<file path="src/rtl/hv_wdg_pkg.sv">
// Shared watchdog definitions.
// - scan_state_e : register-scan FSM states.
// - CRC defaults : polynomial 8'h07, seed 8'h00 (no reflection, no final XOR).
// - crc_calc     : MSB-first CRC over the low dw bits of data, cw-bit result.
//                  This is also used by the register-file write-CRC path.
package hv_wdg_pkg;

  typedef enum logic [1:0] {IDLE, WAIT, REQ, CHK} scan_state_e;

  localparam int unsigned CRC_MAX_W  = 32;
  localparam int unsigned DATA_MAX_W = 64;

  localparam logic [7:0] CRC_POLY_DEF = 8'h07;
  localparam logic [7:0] CRC_INIT_DEF = 8'h00;

  // The arguments are zero-extended to the maximum widths. The bit selects use
  // shifted masks, so dw and cw can come straight from module parameters.
  function automatic logic [CRC_MAX_W-1:0] crc_calc(
    input logic [DATA_MAX_W-1:0] data,
    input logic [CRC_MAX_W-1:0]  poly,
    input logic [CRC_MAX_W-1:0]  init,
    input int unsigned           dw = 8,
    input int unsigned           cw = 8
  );
    logic [CRC_MAX_W-1:0] crc;
    logic [CRC_MAX_W-1:0] mask;
    logic [CRC_MAX_W-1:0] top;
    logic                 fb;
    mask = '0;
    for (int unsigned k = 0; k < CRC_MAX_W; k++) begin
      if (k < cw) mask = mask | (CRC_MAX_W'(1) << k);
    end
    top = CRC_MAX_W'(1) << (cw - 1);
    crc = init & mask;
    for (int unsigned i = 0; i < DATA_MAX_W; i++) begin
      if (i < dw) begin
        fb  = (|(crc & top)) ^ (|(data & (DATA_MAX_W'(1) << (dw - 1 - i))));
        crc = ((crc << 1) ^ (fb ? poly : '0)) & mask;
      end
    end
    return crc;
  endfunction

endpackage

</file>
<file path="src/rtl/hv_wdg_crc_chk.sv">
// Combinational CRC recompute and compare.
// - data     : register data (REG_DW bits), the only input to the CRC
// - crc      : stored CRC returned with the read
// - mismatch : 1 when the recomputed CRC differs from the stored CRC
module hv_wdg_crc_chk
  import hv_wdg_pkg::*;
#(
  parameter int unsigned          REG_DW    = 8,
  parameter int unsigned          REG_CRC_W = 8,
  parameter logic [REG_CRC_W-1:0] CRC_POLY  = REG_CRC_W'(CRC_POLY_DEF),
  parameter logic [REG_CRC_W-1:0] CRC_INIT  = REG_CRC_W'(CRC_INIT_DEF)
) (
  input  logic [REG_DW-1:0]    data,
  input  logic [REG_CRC_W-1:0] crc,
  output logic                 mismatch
);

  logic [CRC_MAX_W-1:0] calc;

  always_comb begin
    calc = crc_calc(DATA_MAX_W'(data), CRC_MAX_W'(CRC_POLY), CRC_MAX_W'(CRC_INIT),
                    REG_DW, REG_CRC_W);
  end

  // The bits of calc above REG_CRC_W are zero, so a full-width compare is exact.
  assign mismatch = (calc != CRC_MAX_W'(crc));

endmodule

</file>
<file path="src/rtl/hv_wdg_reg_scan.sv">
// Watchdog register-scan engine: the read-only requester on the arbiter's wdg_scan port.
// It reads SCAN_START_ADDR..SCAN_END_ADDR in a loop, with SCAN_INTV_CYC idle cycles
// before each read. It checks each register's CRC and keeps sticky fault flags.
// Ports:
// - i_clk, i_rst_n          : clock and asynchronous active-low reset
// - i_scan_en               : scan enable (level)
// - i_err_clr               : clears the sticky flags and the error address (pulse)
// - o_wdg_scan_rac_rd_req   : read request, held until ack or timeout
// - o_wdg_scan_rac_addr     : read address (the scan pointer)
// - i_rac_wdg_scan_ack      : read ack (1-cycle pulse); data and crc are valid with it
// - o_scan_crc_err          : sticky CRC-mismatch flag
// - o_scan_timeout          : sticky ack-timeout flag
// - o_scan_err_addr         : address of the first fault since the last clear
// - o_scan_round_done       : 1-cycle pulse after SCAN_END_ADDR has been checked
module hv_wdg_reg_scan
  import hv_wdg_pkg::*;
#(
  parameter int unsigned          REG_AW          = 7,
  parameter int unsigned          REG_DW          = 8,
  parameter int unsigned          REG_CRC_W       = 8,
  parameter logic [REG_AW-1:0]    SCAN_START_ADDR = REG_AW'('h00),
  parameter logic [REG_AW-1:0]    SCAN_END_ADDR   = REG_AW'('h3F),
  parameter int unsigned          SCAN_INTV_CYC   = 64,
  parameter int unsigned          TIMEOUT_CYC     = 255,
  parameter logic [REG_CRC_W-1:0] CRC_POLY        = REG_CRC_W'(CRC_POLY_DEF),
  parameter logic [REG_CRC_W-1:0] CRC_INIT        = REG_CRC_W'(CRC_INIT_DEF)
) (
  input  logic                 i_clk,
  input  logic                 i_rst_n,
  input  logic                 i_scan_en,
  input  logic                 i_err_clr,
  output logic                 o_wdg_scan_rac_rd_req,
  output logic [REG_AW-1:0]    o_wdg_scan_rac_addr,
  input  logic                 i_rac_wdg_scan_ack,
  input  logic [REG_DW-1:0]    i_rac_wdg_scan_data,
  input  logic [REG_CRC_W-1:0] i_rac_wdg_scan_crc,
  output logic                 o_scan_crc_err,
  output logic                 o_scan_timeout,
  output logic [REG_AW-1:0]    o_scan_err_addr,
  output logic                 o_scan_round_done
);

  localparam int unsigned INTV_W = $clog2(SCAN_INTV_CYC + 1);
  localparam int unsigned TO_W   = $clog2(TIMEOUT_CYC + 1);

  scan_state_e          state;
  scan_state_e          state_d;
  logic [REG_AW-1:0]    ptr;
  logic [INTV_W-1:0]    intv_cnt;
  logic [TO_W-1:0]      to_cnt;
  logic [REG_DW-1:0]    data_q;
  logic [REG_CRC_W-1:0] crc_q;
  logic                 crc_mismatch;
  logic                 ack_take;
  logic                 to_hit;
  logic                 advance;
  logic                 at_end;
  logic                 crc_fault;
  logic                 fault;
  logic                 capture;

  hv_wdg_crc_chk #(
    .REG_DW    (REG_DW),
    .REG_CRC_W (REG_CRC_W),
    .CRC_POLY  (CRC_POLY),
    .CRC_INIT  (CRC_INIT)
  ) u_crc_chk (
    .data     (data_q),
    .crc      (crc_q),
    .mismatch (crc_mismatch)
  );

  always_ff @(posedge i_clk or negedge i_rst_n) begin
    if (!i_rst_n) state <= IDLE;
    else          state <= state_d;
  end

  always_comb begin
    state_d   = state;
    ack_take  = 1'b0;
    to_hit    = 1'b0;
    advance   = 1'b0;
    crc_fault = 1'b0;
    at_end    = (ptr == SCAN_END_ADDR);
    case (state)
      IDLE: if (i_scan_en) state_d = WAIT;
      WAIT: begin
        if (!i_scan_en)                                      state_d = IDLE;
        else if (intv_cnt >= INTV_W'(SCAN_INTV_CYC - 1))     state_d = REQ;
      end
      REQ: begin
        // An ack on the last allowed cycle wins over the timeout.
        if (i_rac_wdg_scan_ack) begin
          ack_take = 1'b1;
          state_d  = CHK;
        end else if (to_cnt >= TO_W'(TIMEOUT_CYC - 1)) begin
          to_hit  = 1'b1;
          advance = 1'b1;
          state_d = i_scan_en ? WAIT : IDLE;
        end
      end
      CHK: begin
        advance   = 1'b1;
        crc_fault = crc_mismatch;
        state_d   = i_scan_en ? WAIT : IDLE;
      end
      default: state_d = IDLE;
    endcase
    fault   = crc_fault | to_hit;
    // A fault in the same cycle as a clear counts as the first fault after that clear.
    capture = fault & (i_err_clr | ~(o_scan_crc_err | o_scan_timeout));
  end

  assign o_wdg_scan_rac_rd_req = (state == REQ);
  assign o_wdg_scan_rac_addr   = ptr;

  always_ff @(posedge i_clk or negedge i_rst_n) begin
    if (!i_rst_n) begin
      ptr               <= SCAN_START_ADDR;
      intv_cnt          <= '0;
      to_cnt            <= '0;
      data_q            <= '0;
      crc_q             <= '0;
      o_scan_crc_err    <= 1'b0;
      o_scan_timeout    <= 1'b0;
      o_scan_err_addr   <= '0;
      o_scan_round_done <= 1'b0;
    end else begin
      if (state == WAIT && state_d == WAIT)
        intv_cnt <= (intv_cnt == INTV_W'(SCAN_INTV_CYC)) ? intv_cnt : intv_cnt + INTV_W'(1);
      else
        intv_cnt <= '0;

      if (state == REQ && state_d == REQ)
        to_cnt <= (to_cnt == TO_W'(TIMEOUT_CYC)) ? to_cnt : to_cnt + TO_W'(1);
      else
        to_cnt <= '0;

      if (ack_take) begin
        data_q <= i_rac_wdg_scan_data;
        crc_q  <= i_rac_wdg_scan_crc;
      end

      // Going to IDLE always rewinds the pointer, even straight after a check.
      if (state_d == IDLE)
        ptr <= SCAN_START_ADDR;
      else if (advance)
        ptr <= at_end ? SCAN_START_ADDR : ptr + REG_AW'(1);

      o_scan_round_done <= advance & at_end;
      o_scan_crc_err    <= crc_fault | (o_scan_crc_err & ~i_err_clr);
      o_scan_timeout    <= to_hit | (o_scan_timeout & ~i_err_clr);

      if (capture)        o_scan_err_addr <= ptr;
      else if (i_err_clr) o_scan_err_addr <= '0;
    end
  end

endmodule

</file>
<file path="config.mk">
export PLATFORM = sky130hd
export DESIGN_NAME = hv_wdg_reg_scan
export DESIGN_NICKNAME = d
export VERILOG_FILES = /design/src/rtl/hv_wdg_pkg.sv /design/src/rtl/hv_wdg_crc_chk.sv /design/src/rtl/hv_wdg_reg_scan.sv
export SDC_FILE = /design/constraint.sdc
export NUM_CORES = 1
export LEC_CHECK = 0
export ABC_AREA = 1
export CAP_MARGIN = 20
export CORE_ASPECT_RATIO = 0.8
export CORE_MARGIN = 4
export CORE_UTILIZATION = 50
export DETAILED_ROUTE_END_ITERATION = 8
export HOLD_SLACK_MARGIN = 0.15
export PLACE_DENSITY = 0.74
export SYNTH_ARGS = -nofsm -noshare
export SYNTH_HDL_FRONTEND = slang
export SYNTH_HIERARCHICAL = 1
export SYNTH_SLANG_ARGS = --single-unit
</file>
<file path="constraint.sdc">
create_clock -name i_clk -period 2.65 [get_ports i_clk]
set_input_delay 0.53 -clock i_clk [delete_from_list [all_inputs] [get_ports i_clk]]
set_output_delay 0.53 -clock i_clk [all_outputs]
set_load 0.05 [all_outputs]
</file>
# After elaboration in Yosys (flattened, before gate mapping)
# Cells that the tools add are included.
dict set report totals {
  register_bits 50
  inputBits 21
  out_inout_bits 18
  wordCells 88
}
dict set report classes {
  add_sub_neg 3
  order_cmp 2
  n_eq_ne 11
  mux 31
  n_bitwise 25
  reduce_logical 6
}
# operator n
set op_table {}
lappend op_table {{2-to-1 mux 7 bit} 7}
lappend op_table {{XOR 8 x 3 -> 8 bit} 5}
lappend op_table {{2-to-1 mux 3 bit} 8}
lappend op_table {{2-to-1 mux 8 bit} 2}
lappend op_table {{adder 7 x 1 -> 7 bit (second input constant)} 2}
lappend op_table {{2-to-1 mux 2 bit} 5}
lappend op_table {{adder 8 x 1 -> 8 bit (second input constant)} 1}
lappend op_table {{equality test 8 bit (second input constant)} 1}
lappend op_table {{greater-or-equal comparator 8 bit (second input constant)} 1}
lappend op_table {{inequality test 8 bit} 1}
lappend op_table {{case mux 2 bit (4 select lines)} 1}
lappend op_table {{equality test 7 x 6 -> 1 bit (second input constant)} 1}
lappend op_table {{equality test 7 bit (second input constant)} 1}
lappend op_table {{greater-or-equal comparator 7 x 6 -> 1 bit (second input constant)} 1}
lappend op_table {{2-to-1 mux 1 bit} 7}
lappend op_table {{equality test 2 bit (second input constant)} 3}
lappend op_table {{bitwise OR 1 bit} 5}
lappend op_table {{XOR 5 x 3 -> 5 bit} 1}
lappend op_table {{bitwise AND 1 bit} 4}
lappend op_table {{equality test 2 x 1 -> 1 bit (second input constant)} 2}
lappend op_table {{logical NOT 2 bit} 2}
lappend op_table {{inequality test 2 bit (second input constant)} 2}
lappend op_table {{nonzero test 2 bit} 2}
lappend op_table {{XOR 1 bit} 4}
lappend op_table {{other kinds (5)} 9}

# Logic depth before layout (Yosys ltp)
# Gate-level depths: netlist (run 1).
dict set report depth {
  ltp_word 22
  depth_mapped 17
  depth_no_buf 16
}

# Hierarchy
# The synthesis (run 1) kept the hierarchy.
# module instances cells_per_inst area_each_um2 seq_area_each_um2
set modules_own_cells {}
lappend modules_own_cells {hv_wdg_reg_scan 1 241 2502.4 1251.2}
lappend modules_own_cells {hv_wdg_crc_chk 1 77 342.8 0.0}

# Least setup slack after synthesis (run 1)
# Ideal clock, no wire load.
dict set report synth_timing {
  kind {register to register}
  from {reg ptr[0] (netlist: o_wdg_scan_rac_addr[0])}
  to {reg ptr[0] (netlist: o_wdg_scan_rac_addr[0])}
  setup_ns 0.121
  t_arrival_ns 1.609
  required_ns 2.529
  slack_ns 0.920
  path_stages_with_launch 9
  n_path_buf 0
  synth_period_minus_slack_ns 1.730
  cell_sequence {dfrtp_1 > ha_1 > nand3_1 > nor2_1 > nand2_1 > nor2_1 > nor2_1 > nand3_1 > nand2_1}
}
dict set report synth_between {
  elab_chain_len 4
  word_cells_on_any_way 5
  cone_classes {add/sub (1); eq/ne (1); mux (3)}
}
# item line_no
set synth_rtl {}
lappend synth_rtl {{start, declared} hv_wdg_reg_scan.sv:48} ;# logic [REG_AW-1:0] ptr;
lappend synth_rtl {{start signal, assigned} hv_wdg_reg_scan.sv:148} ;# ptr <= at_end ? SCAN_START_ADDR : ptr + REG_AW'(1);
lappend synth_rtl {{adder 7 x 1 -> 7 bit or equality test 7 x 6 -> 1 bit (tied branches)} {hv_wdg_reg_scan.sv:148, hv_wdg_reg_scan.sv:84}}
lappend synth_rtl {{2-to-1 mux 7 bit *} hv_wdg_reg_scan.sv:148}
lappend synth_rtl {{2-to-1 mux 7 bit *} hv_wdg_reg_scan.sv:147} ;# else if (advance)
lappend synth_rtl {{2-to-1 mux 7 bit *} hv_wdg_reg_scan.sv:145} ;# if (state_d == IDLE)
# Mark *: on every way between the ends. The rest lies on a longest branch, timed or not. The select of a mux whose other input is x is not followed.
# A chain may end at the register's enable or synchronous reset.

# Worst setup path after layout (run 1)
dict set report layout_timing {
  from {reg state[0]}
  to {out o_wdg_scan_rac_rd_req}
}
dict set report layout_between {
  elab_chain_len 1
}
# item line_no
set layout_rtl {}
lappend layout_rtl {{start, declared} hv_wdg_reg_scan.sv:46} ;# scan_state_e state;
lappend layout_rtl {{start signal, assigned} hv_wdg_reg_scan.sv:75} ;# else state <= state_d;
lappend layout_rtl {{equality test 2 bit} hv_wdg_reg_scan.sv:114} ;# assign o_wdg_scan_rac_rd_req = (state == REQ);
lappend layout_rtl {{end, declared} hv_wdg_reg_scan.sv:32} ;# output logic o_wdg_scan_rac_rd_req,
# No other way between the ends.

==> results of run 1 <==
==> worst paths after layout <==
check / to / cells after the start
min in group i_clk: intv_cnt[0] / 1
setup / recovery: o_wdg_scan_rac_rd_req / 2
setup reg to reg: o_scan_err_addr[0] / 12
max in group asynchronous: intv_cnt[5] / 2
hold / removal: to_cnt[0] / 1
hold reg to reg: intv_cnt[0] / 1
==> logic make-up (layout without fill, tap and decap cells) <==
| logic type | after synthesis | in the layout | synth area share, % |
|---|---|---|---|
| flops | 50 | 50 | 44.0 |
| compound gates | 22 | 22 | 5.67 |
| simple gates | 172 | 172 | 31.5 |
| other cells | 1 | 1 | 0.132 |
| fa+ha+maj | 5 | 5 | 2.20 |
| buf+inv | 43 | 88 | 6.24 |
| xor+xnor | 9 | 9 | 2.77 |
| mux | 16 | 16 | 7.52 |
==> state kept, by name, summed over array words and instances (netlist names) <==
signal / flops
to_cnt: 8
o_wdg_scan_rac_addr: 7
o_scan_round_done: 1
crc_q: 8
o_scan_err_addr: 7
data_q: 8
intv_cnt: 7
o_scan_timeout: 1
o_scan_crc_err: 1
state: 2
==> report_power, final <==
| part | leakage [nW] | internal, mW | switching [mW] |
|---|---|---|---|
| Sequential | 0.664 | 0.909 | 0.167 |
| Clock | 0.0579 | 0.278 | 0.251 |
| Combinational | 0.911 | 0.501 | 0.659 |
| Total | 1.63 | 1.69 | 1.08 |
==> cell type report <==
type	count	share of cell area, %
flip-flops and latches	50	36.5
inverters	41	4.53
clock buffers	5	2.01
well taps	78	2.85
repair buffers	39	11.5
clock inverters	3	1.17
multi-input cells	225	41.4
==> through the flow <==
step	cells	util [%]
final	441	62.3
after global routing	441	62.3
after CTS	441	62.3
after detailed placement	433	60.3
after global placement	433	60.3
after floorplan	318	-
==> placed cells by master (no fill, tap or decap), types with 2 or more instances in the layout <==
master | synthesis | routed
nand2_1 | 71 | 71
dfrtp_1 | 50 | 50
clkdlybuf4s50_1 | 0 | 37
inv_1 | 35 | 35
nand3_1 | 35 | 35
nor2_1 | 33 | 33
nand2_2 | 12 | 12
mux2_4 | 9 | 9
xor2_1 | 7 | 7
o21ai_2 | 7 | 7
mux2_2 | 7 | 7
o21ai_0 | 6 | 6
ha_1 | 5 | 5
clkbuf_8 | 0 | 5
inv_2 | 4 | 4
nor3b_1 | 4 | 4
nand3_4 | 3 | 3
clkinv_2 | 1 | 3
a21oi_2 | 3 | 3
a21oi_1 | 3 | 3
nor2_8 | 2 | 2
nor2_4 | 2 | 2
nand2_8 | 2 | 2
nand2_4 | 2 | 2
xnor2_1 | 2 | 2
==> routing by layer <==
| layer | part of all wire [%] | up-vias | track usage [%] |
|---|---|---|---|
| met5 | 0 | - | 0 |
| met4 | 1.2 | 0 | 4.45 |
| met3 | 3.8 | 6 | 3.65 |
| met2 | 45 | 37 | 27.2 |
| met1 | 50 | 1008 | 22.9 |
| li1 | - | 1105 | - |
==> reports/results.tsv, run 1 <==
stage	metric	value	unit
outcome	status	completed	
worst_setup_path	reg2reg start	data_q[7]	
worst_setup_path	crit-path max cell delay	0.84	ns
final_layout	Reg area	0.00125	mm^2
placed_design	Placement Setup Slack	0.573	ns
sta	setup repair after global routing missed its margin	false	
final_layout	fin area	0.00342	mm^2
grt	initial antenna violation count	0	
cts	postcts setup bufs	0	
cts	Clock transition at path regs	0.09	ns
grt	number of global-route vias before repair	1989	
logic_synthesis	synthesized area	0.00285	mm^2
final_layout	Ant. Diodes	0	
sta	period utilization	90.5	%
final_layout	filler instances	488	
floorplanning	total core area	0.00550	mm^2
worst_setup_path	Crit path buffers/inverters	1	
cts	Post-CTS Resized	0	
detailed_routing	Via density	4.89	
power_and_ir_drop	total power	2.76	mW
logic_synthesis	top post-synthesis cells by area	dfrtp_1 (44%), nand2_1 (9.4%), nand3_1 (6.2%)	
logic_synthesis	asr flop ratio synth	100	%
final_layout	fraction of layout cells with a size suffix above 1	18.7	%
worst_setup_path	crit path max fanout	7	
sta	Final Setup Violations	0	
grt	largest net degree at the start of global routing	28	
placed_design	GPL Wtd Cong	0.820	
sta	worst relative slew slack	61.5	%
placed_design	DP Wirelength	4040	um
flow_run	Max-Cap Viols	0	
worst_hold_path	Hold Crit Class	in -> async	
logic_synthesis	syn nets	344	
cts	hold buffers post-CTS	0	
worst_setup_path	WS Path Type	reg -> out	
worst_setup_path	crit-path leading delay family	buffers and inverters	
logic_synthesis	Synth cell types	35	
cts	CTS tree	yes	
sta	Fin Clk Skew	0.00714	ns
worst_setup_path	CP startpoint	state[0]	
logic_synthesis	Most used DFF post-synth	dfrtp_1	
cts	clk sinks	50	
sta	Final Critical Period	2.40	ns
floorplanning	Die Width	92.3	um
grt	grt total ovfl	0	
worst_setup_path	reg2reg setup slack	0.80	ns
floorplanning	io pins	39	
sta	Final Hold Vio Count	0	
final_layout	Final #Nets	388	
detailed_routing	Total Routed Length	5420	um
worst_setup_path	CP arrival	1.87	ns
logic_synthesis	post-synth top area cell	dfrtp_1	
worst_setup_path	crit path cell chain	nor2_8 > clkdlybuf4s50_1	
logic_synthesis	post-synthesis sequential area ratio	44.0	%
sta	f_max	0.417	GHz
detailed_routing	Pre-antenna DRT Iters	6	
logic_synthesis	#FFs+latches synth	50	
cts	Clk Latency, worst-skew pair	0.30	ns
floorplanning	Initial Utilization	51.8	%
worst_setup_path	slowest CP cell	clkdlybuf4s50_1	
grt	gr usage total	16.7	%
logic_synthesis	most frequent cell after synthesis	nand2_1	
worst_setup_path	Critical Path RT	2.12	ns
detailed_routing	Starting DRT DRC Count	85	
cts	Max H-tree Level	2	
power_and_ir_drop	Peak VDD IR	0.587	mV
power_and_ir_drop	P per Cell Area	807	mW/mm^2
detailed_routing	drt drc	0	
worst_setup_path	critical path launch point type	register	
cts	Max Root-Sink Buffers	2	
sta	hold_ws	0.220	ns
logic_synthesis	synthesized area per cell	8.95	um^2
logic_synthesis	post-synth top area share	44.0	%
detailed_routing	DRT antenna net count	0	
logic_synthesis	synth cell count leaders	nand2_1 (71), dfrtp_1 (50), inv_1 (35), nand3_1 (35), nor2_1 (33)	
logic_synthesis	Post-synth EDFFs	0	
grt	first-pass GRT wire length	9210	um
placed_design	Placed Instance Area	0.00332	mm^2
logic_synthesis	yosys warns	6	
sta	worst setup slack after layout	0.252	ns
sta	Slew Viols, Final	0	
power_and_ir_drop	leak pwr	1.63	nW
floorplanning	die footprint	0.00697	mm^2
cts	CTS Buf Count	5	
final_layout	Layout area overhead	20.4	%
detailed_routing	Vias	2156	
final_layout	Multi-input gate area	0.00142	mm^2
placed_design	Port Buf Inserts	38	
detailed_routing	detailed-route wire length per cell	12.3	um
worst_setup_path	CP Capture Type	primary output	
sta	Worst Tran Pin Value	0.577	ns
logic_synthesis	Mapped Cells	318	
cts	CTS root buf	clkbuf_8	
floorplanning	Die Ht	75.5	um
sta	final setup TNS	0	ns
floorplanning	Core Rows	24	
Note: power is estimated with default switching activity, not from simulation.
==> inputs of run 2 (changes only) <==
--- a/config.mk
+++ b/config.mk
@@ -9,10 +9,10 @@
 export CAP_MARGIN = 20
 export CORE_ASPECT_RATIO = 0.8
 export CORE_MARGIN = 4
-export CORE_UTILIZATION = 50
+export CORE_UTILIZATION = 25
 export DETAILED_ROUTE_END_ITERATION = 8
 export HOLD_SLACK_MARGIN = 0.15
-export PLACE_DENSITY = 0.74
+export SKIP_CTS_REPAIR_TIMING = 1
 export SYNTH_ARGS = -nofsm -noshare
 export SYNTH_HDL_FRONTEND = slang
 export SYNTH_HIERARCHICAL = 1
==> reports/results.tsv, run 2 (synthesis gave the netlist of run 1 again) <==
stage	metric	value	unit	change
power_and_ir_drop	leak pwr	1.63	nW	about the same
worst_setup_path	reg2reg start	data_q[7]		unchanged
worst_setup_path	Worst Reg2Reg Path Length in Cells	14		was 12
cts	Max H-tree Level	2		unchanged
worst_hold_path	Hold Crit Class	in -> async		unchanged
worst_setup_path	crit path max fanout	7		unchanged
cts	Clk Latency, worst-skew pair	0.29	ns	was 0.30 ns
final_layout	Layout area overhead	23.8	%	was 20.4%
worst_setup_path	CP arrival	1.88	ns	was 1.87 ns
final_layout	Final #Nets	388		unchanged
floorplanning	Die Width	127	um	was 92.3 um
power_and_ir_drop	total power	2.85	mW	was 2.76 mW
sta	Final Hold Vio Count	0		unchanged
final_layout	commonest non-fill, non-tap cell in the layout	nand2_1		unchanged
cts	CTS root buf	clkbuf_16		was clkbuf_8
detailed_routing	Total Routed Length	5780	um	was 5420 um
sta	Final Setup Violations	0		unchanged
worst_setup_path	CP startpoint	state[0]		unchanged
sta	final setup TNS	0	ns	unchanged
worst_setup_path	reg2reg setup slack	0.73	ns	was 0.80 ns
outcome	status	completed		unchanged
cts	Clock transition at path regs	0.07	ns	was 0.09 ns
detailed_routing	Pre-antenna DRT Iters	4		was 6
detailed_routing	Via density	4.30		was 4.89
floorplanning	Die Ht	103	um	was 75.5 um
detailed_routing	Vias	2176		was 2156
detailed_routing	DRT antenna net count	0		unchanged
worst_setup_path	critical path launch point type	register		unchanged
sta	Worst Tran Pin Value	0.648	ns	was 0.577 ns
sta	period utilization	90.9	%	was 90.5%
power_and_ir_drop	P per Cell Area	810	mW/mm^2	was 807 mW/mm^2
sta	f_max	0.415	GHz	was 0.417 GHz
sta	worst setup slack after layout	0.241	ns	was 0.252 ns
floorplanning	Initial Utilization	25.9	%	was 51.8%
grt	grt total ovfl	0		unchanged
placed_design	Port Buf Inserts	38		unchanged
final_layout	biggest regs	crc_q: 8 flops, data_q: 8 flops, to_cnt: 8 flops		unchanged
floorplanning	Core Rows	34		was 24
grt	first-pass GRT wire length	10200	um	was 9210 um
worst_setup_path	r2r endpoint	o_scan_err_addr[5]		was o_scan_err_addr[0]
flow_run	Max-Cap Viols	0		unchanged
worst_setup_path	WS Path Type	reg -> out		unchanged
grt	initial antenna violation count	0		unchanged
detailed_routing	drt drc	0		unchanged
cts	Max Root-Sink Buffers	2		unchanged
floorplanning	total core area	0.0110	mm^2	was 0.00550 mm^2
floorplanning	io pins	39		unchanged
sta	worst relative slew slack	56.8	%	was 61.5%
sta	Final Critical Period	2.41	ns	was 2.40 ns
worst_setup_path	CP Capture Type	primary output		unchanged
worst_setup_path	Critical Path RT	2.12	ns	about the same
cts	clk sinks	50		unchanged
grt	gr usage total	9.35	%	was 16.7%
detailed_routing	Starting DRT DRC Count	75		was 85
grt	largest net degree at the start of global routing	51		was 28
final_layout	Ant. Diodes	0		unchanged
floorplanning	die footprint	0.0132	mm^2	was 0.00697 mm^2
cts	CTS tree	yes		unchanged
placed_design	Placement Setup Slack	0.539	ns	was 0.573 ns
placed_design	DP Wirelength	4370	um	was 4040 um
final_layout	fraction of layout cells with a size suffix above 1	18.2	%	was 18.7%
sta	Slew Viols, Final	0		unchanged
sta	setup repair after global routing missed its margin	false		unchanged
placed_design	GPL Wtd Cong	0.789		was 0.820
cts	CTS Buf Count	5		unchanged
detailed_routing	detailed-route wire length per cell	11.4	um	was 12.3 um
power_and_ir_drop	Peak VDD IR	0.335	mV	was 0.587 mV
grt	number of global-route vias before repair	2138		was 1989
sta	Fin Clk Skew	0.00659	ns	was 0.00714 ns
final_layout	fin util	32.1	%	was 62.3%
final_layout	commonest cells after routing, fill and taps aside	nand2_1 (71), dfrtp_1 (50), clkdlybuf4s50_1 (37)		unchanged
-- run 2: worst max-delay path by stage --
| stage | to | slack [ns] | cells past startpoint |
|---|---|---|---|
| 2_1_floorplan | o_wdg_scan_rac_addr[0] | 0.92 | 8 |
| 3_3_place_gp | o_wdg_scan_rac_rd_req | 0.56 | 2 |
| 3_5_place_dp | o_wdg_scan_rac_rd_req | 0.54 | 2 |
| 4_1_cts | o_wdg_scan_rac_rd_req | 0.23 | 2 |
| 5_1_grt | o_wdg_scan_rac_rd_req | 0.17 | 3 |
| 6_report | o_wdg_scan_rac_rd_req | 0.24 | 2 |
-- run 2: through the flow --
stage               instance area [um^2]  hold WS, ns  std cells
floorplan                           2850        0.234        318
global placement                    3390        0.499        499
detailed placement                  3390        0.507        499
CTS                                 3520        0.398        506
global route                        3520        0.436        506
finish                              3520        0.364        506
-- run 2: metal layers --
layer,up-vias,global-route usage [%],routed length [um]
met5,-,0,0
met4,0,2.39,49
met3,7,2.57,263
met2,41,14.7,2590
met1,1027,12.8,2880
li1,1101,-,-
-- run 2: critical path, cell delays in order (launching register included) --
cell,delay (ns)
dfrtp_1,0.47
nor2_8,0.24
clkdlybuf4s50_1,0.88
-- run 2: cell type report --
cell class / instances / area (um^2)
multi-input cells: 225 / 1420
clock inverters: 1 / 7.51
repair buffers: 39 / 383
fillers: 1162 / 7450
well taps: 144 / 180
inverters: 41 / 155
flip-flops and latches: 50 / 1250
clock buffers: 6 / 129
-- run 2: where the power goes --
| part | switching (mW) | leakage (nW) | internal (mW) |
|---|---|---|---|
| logic | 0.662 | 0.907 | 0.498 |
| clock network | 0.266 | 0.0629 | 0.345 |
| registers | 0.172 | 0.664 | 0.910 |
